### src/rtl/aes_spi_loader_if.sv
// rtl/aes_spi_loader_if.sv - serial load bus and committed-register outputs of the AES loader
interface aes_spi_loader_if #(
    parameter int NK = 8
);
    localparam int KEY_W = 32 * NK;
    localparam int BLK_W = 128;

    logic             cs_blk;
    logic             cs_key;
    logic             mosi;
    logic             miso;
    logic             core_busy;
    logic [BLK_W-1:0] blk_q;
    logic [KEY_W-1:0] key_q;
    logic             key_valid;
    logic             start;
    logic             frame_err;

    modport master (
        output cs_blk, cs_key, mosi, core_busy,
        input  miso, blk_q, key_q, key_valid, start, frame_err
    );

    modport slave (
        input  cs_blk, cs_key, mosi, core_busy,
        output miso, blk_q, key_q, key_valid, start, frame_err
    );
endinterface

### src/rtl/aes_spi_loader.sv
// rtl/aes_spi_loader.sv - serial block/key loader with loop-back readback and start handshake
module aes_spi_loader #(
    parameter int NK = 8
) (
    input  logic             clk,
    input  logic             rst,
    aes_spi_loader_if.slave  bus
);
    localparam int KEY_W = 32 * NK;
    localparam int BLK_W = 128;
    localparam int CW    = $clog2(KEY_W + 1);
    localparam logic [CW-1:0] BLK_LAST = CW'(BLK_W - 1);
    localparam logic [CW-1:0] KEY_LAST = CW'(KEY_W - 1);

    typedef enum logic [2:0] {
        S_IDLE,
        S_BLK,
        S_KEY,
        S_DONE_BLK,
        S_DONE_KEY,
        S_ERR
    } state_t;

    state_t           state;
    logic [CW-1:0]    cnt;
    logic [BLK_W-1:0] sh_blk;
    logic [KEY_W-1:0] sh_key;
    logic [BLK_W-1:0] blk_r;
    logic [KEY_W-1:0] key_r;
    logic             key_valid_r;
    logic             blk_seen;
    logic             pending;
    logic             start_r;
    logic             frame_err_r;

    always_ff @(posedge clk or posedge rst) begin
        if (rst) begin
            state       <= S_IDLE;
            cnt         <= '0;
            sh_blk      <= '0;
            sh_key      <= '0;
            blk_r       <= '0;
            key_r       <= '0;
            key_valid_r <= 1'b0;
            blk_seen    <= 1'b0;
            pending     <= 1'b0;
            start_r     <= 1'b0;
            frame_err_r <= 1'b0;
        end else begin
            start_r     <= 1'b0;
            frame_err_r <= 1'b0;

            // Issue first; a commit on this same edge re-arms pending below.
            if (pending && !bus.core_busy) begin
                start_r <= 1'b1;
                pending <= 1'b0;
            end

            case (state)
                S_IDLE: begin
                    cnt <= '0;
                    if (!bus.cs_blk && bus.cs_key) begin
                        state <= S_BLK;
                    end else if (!bus.cs_key && bus.cs_blk) begin
                        state <= S_KEY;
                    end else if (!bus.cs_blk && !bus.cs_key) begin
                        frame_err_r <= 1'b1;
                        state       <= S_ERR;
                    end
                end

                S_BLK: begin
                    if (!bus.cs_key || bus.cs_blk) begin
                        sh_blk      <= blk_r;
                        cnt         <= '0;
                        frame_err_r <= 1'b1;
                        state       <= bus.cs_key ? S_IDLE : S_ERR;
                    end else begin
                        sh_blk <= {sh_blk[BLK_W-2:0], bus.mosi};
                        cnt    <= cnt + 1'b1;
                        if (cnt == BLK_LAST) begin
                            state <= S_DONE_BLK;
                        end
                    end
                end

                S_KEY: begin
                    if (!bus.cs_blk || bus.cs_key) begin
                        sh_key      <= key_r;
                        cnt         <= '0;
                        frame_err_r <= 1'b1;
                        state       <= bus.cs_blk ? S_IDLE : S_ERR;
                    end else begin
                        sh_key <= {sh_key[KEY_W-2:0], bus.mosi};
                        cnt    <= cnt + 1'b1;
                        if (cnt == KEY_LAST) begin
                            state <= S_DONE_KEY;
                        end
                    end
                end

                S_DONE_BLK: begin
                    if (!bus.cs_key) begin
                        frame_err_r <= 1'b1;
                        cnt         <= '0;
                        state       <= S_ERR;
                    end else if (bus.cs_blk) begin
                        blk_r    <= sh_blk;
                        blk_seen <= 1'b1;
                        cnt      <= '0;
                        if (key_valid_r) begin
                            pending <= 1'b1;
                        end
                        state <= S_IDLE;
                    end
                end

                S_DONE_KEY: begin
                    if (!bus.cs_blk) begin
                        frame_err_r <= 1'b1;
                        cnt         <= '0;
                        state       <= S_ERR;
                    end else if (bus.cs_key) begin
                        key_r       <= sh_key;
                        key_valid_r <= 1'b1;
                        cnt         <= '0;
                        if (blk_seen) begin
                            pending <= 1'b1;
                        end
                        state <= S_IDLE;
                    end
                end

                S_ERR: begin
                    // Drop whatever was shifted so the next frame reads back committed data.
                    sh_blk <= blk_r;
                    sh_key <= key_r;
                    cnt    <= '0;
                    if (bus.cs_blk && bus.cs_key) begin
                        state <= S_IDLE;
                    end
                end

                default: begin
                    state <= S_IDLE;
                end
            endcase
        end
    end

    assign bus.miso      = (state == S_BLK && !bus.cs_blk) ? sh_blk[BLK_W-1] :
                           (state == S_KEY && !bus.cs_key) ? sh_key[KEY_W-1] : 1'b0;
    assign bus.blk_q     = blk_r;
    assign bus.key_q     = key_r;
    assign bus.key_valid = key_valid_r;
    assign bus.start     = start_r;
    assign bus.frame_err = frame_err_r;
endmodule

### src/flat_wrapper.sv
// flat-port wrapper written by rule: the top's interface ports become plain ports
module aes_spi_loader_flat 
#(
    parameter int NK = 8
)
  (clk, rst, bus_cs_blk, bus_cs_key, bus_mosi, bus_core_busy, bus_miso, bus_blk_q, bus_key_q, bus_key_valid, bus_start, bus_frame_err);
  aes_spi_loader_if #(.NK(NK)) bus_i ();
  input  logic clk;
  input  logic rst;
  input wire logic [$bits(bus_i.cs_blk)-1:0] bus_cs_blk;
  input wire logic [$bits(bus_i.cs_key)-1:0] bus_cs_key;
  input wire logic [$bits(bus_i.mosi)-1:0] bus_mosi;
  input wire logic [$bits(bus_i.core_busy)-1:0] bus_core_busy;
  output wire logic [$bits(bus_i.miso)-1:0] bus_miso;
  output wire logic [$bits(bus_i.blk_q)-1:0] bus_blk_q;
  output wire logic [$bits(bus_i.key_q)-1:0] bus_key_q;
  output wire logic [$bits(bus_i.key_valid)-1:0] bus_key_valid;
  output wire logic [$bits(bus_i.start)-1:0] bus_start;
  output wire logic [$bits(bus_i.frame_err)-1:0] bus_frame_err;
  assign bus_i.cs_blk = bus_cs_blk;
  assign bus_i.cs_key = bus_cs_key;
  assign bus_i.mosi = bus_mosi;
  assign bus_i.core_busy = bus_core_busy;
  assign bus_miso = bus_i.miso;
  assign bus_blk_q = bus_i.blk_q;
  assign bus_key_q = bus_i.key_q;
  assign bus_key_valid = bus_i.key_valid;
  assign bus_start = bus_i.start;
  assign bus_frame_err = bus_i.frame_err;
  aes_spi_loader #(.NK(NK)) u_core (.clk(clk), .rst(rst), .bus(bus_i));
endmodule
### config.mk
export PLATFORM = sky130hd
export DESIGN_NAME = aes_spi_loader_flat
export DESIGN_NICKNAME = d
export VERILOG_FILES = /design/src/rtl/aes_spi_loader_if.sv /design/src/rtl/aes_spi_loader.sv /design/src/flat_wrapper.sv
export SDC_FILE = /design/constraint.sdc
export NUM_CORES = 2
export LEC_CHECK = 0
export ABC_AREA = 1
export CAP_MARGIN = 15
export CORE_MARGIN = 1.5
export CORE_UTILIZATION = 56
export CTS_BUF_LIST = sky130_fd_sc_hd__clkbuf_2
export CTS_CLUSTER_SIZE = 16
export DETAILED_ROUTE_END_ITERATION = 10
export PLACE_DENSITY = 0.87
export SLEW_MARGIN = 20
export SYNTH_ARGS = -nofsm -noshare
export SYNTH_HDL_FRONTEND = slang
export SYNTH_SLANG_ARGS = --single-unit
export TNS_END_PERCENT = 100
### constraint.sdc
create_clock -name clk -period 44.1 [get_ports clk]
set_input_delay 11.025 -clock clk [delete_from_list [all_inputs] [get_ports clk]]
set_output_delay 11.025 -clock clk [all_outputs]
set_load 0.02 [all_outputs]
==> run metrics <==
post-synthesis register bit count=between 700 and 800; vias in the first global route=about 27000; final core utilization=66.1%; RR Endpoint=u_core.sh_key[20]$_DFFE_PP0P_; total gr overflow=0; row count=89; DP Worst Slack=~20 ns; die area=around 61000 µm²; Worst setup EP type=output port; clk_skew=about 0.12 ns; initial antenna violation count=3; fin worst setup slack=20.42 ns; R2R setup slack=approximately 40 ns; CP startpoint=bus_cs_blk; Tcrit/Tclk final=a little over half; XOR/XNOR Fraction of Synth Area=0%; Post CTS Setup Buffer Count=0; Highest Clock Rate=approximately 0.042 GHz; Tot Pwr=3090 µW; RR Startpoint=u_core.state[0]$_DFFE_PP0P_; worst-skew pair later-pin latency=1.47 ns; peak fanout along the critical path=5; Reg2Reg Depth=6; status=complete, no violations; post-route ant nets=0; H-tree depth=4; Starting DRT DRC Count=slightly above 3000; Compound-Gate Fraction of Synth Area=11.7%; Die Ht=248 µm; total iterations of the first detailed-routing run=6; CP Class=in -> out; clock-pin slew on the worst setup and hold paths=0.09 ns; crit start category=primary input; Worst Max-Slew Pin Slew=1.15 ns; nets=4142; Post-CTS Hold Fix Bufs=0; Internal=around 1800 µW; Mapped Area=between 30000 and 40000 µm²; Final Hold Fails=0; register area share after synthesis=approximately three fifths; Peak VDD IR=roughly 45 µV; WP data arrival=roughly 13 ns; Slew Limit Fails=0; NetSw=roughly 1300 µW; relative slew slack=a little under a quarter; area added between synthesis and finish=16.4%; Final setup viols=0; P per Cell Area=79.1 nW/µm²; total number of vias=about 29000; Die W=248 µm; dpl cells=4707; drt drc=0; yosys warns=0; RSZ-0062 raised after global routing=no; Slowest cell on crit path=clkdlybuf4s50_1; Leak=between 0.015 and 0.02 µW; clock network power share=~16%; final non-filler cell total=between 5000 and 6000; clk sinks=785; CP peak stage delay=around 0.7 ns; Tot GR Track Use=28.0%; WL/cell=17.1 µm; Vias/cell=5.68; Adder-Cell Fraction of Synth Area=less than 1%; largest net degree at the start of global routing=around 230; worst hold path type=reg -> reg; MaxCap Viol Count=0; Max Buffers Root-to-Sink=3; Logic pwr share=between 40% and 50%; Synth Instances=3815; main combinational cell family by area after synthesis=simple AND/OR/NAND/NOR gates; mux contribution to synthesized area=0%; post-layout min period=about 24 ns; port bufs=about 390; Setup TNS=0 ns; CTS Buf Count=roughly 190; post-synthesis simple-gate area fraction=a little under a quarter; core area=a little under 60000 µm²; drt total wl=between 80000 and 90000 µm; CP required=about 33 ns; initial core utilization=about 57%; Top Ports=around 390; ratio of cells with drive above 1 in the final layout=about 7.6%; Flop pwr share=a little over two fifths; clock root buffer=clkbuf_2; CTS tree=done; Post-Syn Nets=between 3000 and 4000; CP endpoint=bus_miso; PostCTS Resize Cnt=0; crit-path cells=clkdlybuf4s50_1, inv_1, nand3_1, o31ai_1, clkdlybuf4s50_1; Netlist cell types=28; first-pass GRT wire length=between 100000 and 150000 µm; post-DP HPWL=49000 µm; RePlAce Congestion=0.857; Syn Area/Cell=about 9 µm²; Sw Share=42.8%; CP dominant cell by count=clkdlybuf4s50_1
## per-stage QoR
| stage | area [µm²] | hold slack (ns) |
|---|---|---|
| after global routing | 39000 | 0.483 |
| after CTS | 38900 | 0.431 |
| after global placement | 37200 | 0.440 |
| final | 39000 | 0.437 |
| after detailed placement | 37200 | 0.469 |
| after floorplan | 33500 | 0.423 |
## layout make-up
type | count | area (µm²)
Antenna cell | 10 | 25.0
Clock buffer | 263 | 1320
Clock inverter | 59 | 374
Fill cell | 4596 | 20000
Inverter | 162 | 623
Multi-Input combinational cell | 2568 | 11800
Sequential cell | 785 | 19600
Tap cell | 773 | 967
Timing Repair Buffer | 421 | 4210
## power by group through the flow
stage / Combinational [µW] / Sequential, µW / Clock, µW
6_report: 1280 / 1320 / 485
5_1_grt: 1410 / 1360 / 533
4_1_cts: 1280 / 1310 / 496
3_5_place_dp: 1280 / 1320 / 0
3_3_place_gp: 1230 / 1310 / 0
2_1_floorplan: 650 / 1440 / 0
## sequential cells by signal, summed over array words and instances, names as in the netlist
register / cells
u_core.blk_seen: 1
u_core.cnt: 9
u_core.bus.key_q: 256
u_core.bus.frame_err: 1
u_core.pending: 1
u_core.bus.key_valid: 1
u_core.bus.blk_q: 128
u_core.sh_key: 256
u_core.sh_blk: 128
u_core.bus.start: 1
u_core.state: 3
## synthesized netlist by cell type
| cell type | n | area, µm² |
|---|---|---|
| a21oi_1 | 131 | 656 |
| a22oi_1 | 128 | 961 |
| a31oi_1 | 253 | 1580 |
| and2_1 | 1 | 6.26 |
| buf_1 | 15 | 56.3 |
| buf_2 | 134 | 671 |
| buf_4 | 51 | 383 |
| buf_6 | 1 | 11.3 |
| clkbuf_1 | 99 | 372 |
| dfrtp_1 | 785 | 19600 |
| ha_1 | 7 | 87.6 |
| inv_1 | 160 | 601 |
| inv_2 | 2 | 7.51 |
| nand2_1 | 1203 | 4520 |
| nand2_2 | 2 | 12.5 |
| nand2_4 | 1 | 11.3 |
| nand3_1 | 408 | 2040 |
| nand3_2 | 1 | 10.0 |
| nand3_4 | 1 | 17.5 |
| nand3b_1 | 1 | 7.51 |
| nand4_1 | 4 | 25.0 |
| nor2_1 | 281 | 1050 |
| nor2_4 | 2 | 22.5 |
| nor3_1 | 2 | 10.0 |
| o211ai_1 | 2 | 15.0 |
| o21ai_0 | 137 | 686 |
| o22ai_1 | 1 | 6.26 |
| o31ai_1 | 2 | 15.0 |
## worst min-delay path by stage
stage / startpoint / to / slack [ns] / depth (start not counted)
3_5_place_dp: u_core.blk_seen$_DFFE_PP0P_ / u_core.blk_seen$_DFFE_PP0P_ / 0.47 / 2
6_report: u_core.sh_key[14]$_DFFE_PP0P_ / u_core.bus.key_q[14]$_DFFE_PP0P_ / 0.44 / 2
3_3_place_gp: u_core.blk_seen$_DFFE_PP0P_ / u_core.blk_seen$_DFFE_PP0P_ / 0.44 / 2
4_1_cts: u_core.sh_key[25]$_DFFE_PP0P_ / u_core.bus.key_q[25]$_DFFE_PP0P_ / 0.43 / 2
2_1_floorplan: u_core.blk_seen$_DFFE_PP0P_ / u_core.blk_seen$_DFFE_PP0P_ / 0.42 / 2
5_1_grt: u_core.sh_key[0]$_DFFE_PP0P_ / u_core.bus.key_q[0]$_DFFE_PP0P_ / 0.48 / 2
## kinds of logic (layout without fill, tap and decap cells)
| group | after synthesis | count (layout) |
|---|---|---|
| compound gates | 654 | 654 |
| buf+inv | 462 | 905 |
| other cells | 0 | 10 |
| simple gates | 1907 | 1907 |
| flops | 785 | 785 |
| fa+ha+maj | 7 | 7 |
## per-layer routing
layer / vias up / share of wire (%) / track usage [%]
met5: - / 0 / 0
met4: 0 / 4.9 / 15.9
met3: 238 / 7.9 / 7.61
met2: 1094 / 46 / 41.5
met1: 13900 / 41 / 37.3
li1: 13400 / - / -
## critical path, delay by kind of cell
family | cells | cell delay [ns]
AO/OA/AOI/OAI | 1 | 0.10
AND/OR/NAND/NOR | 1 | 0.10
buffers and inverters | 3 | 1.44
## placed cells by master (no fill, tap or decap), types with 128 or more instances in the layout
master           count
o21ai_0            137
nand3_1            408
a22oi_1            128
clkdlybuf4s50_1    393
clkbuf_2           263
dfrtp_1            785
a31oi_1            253
nand2_1           1201
inv_1              159
nor2_1             281
a21oi_1            131
(Power assumes the default switching activity.)
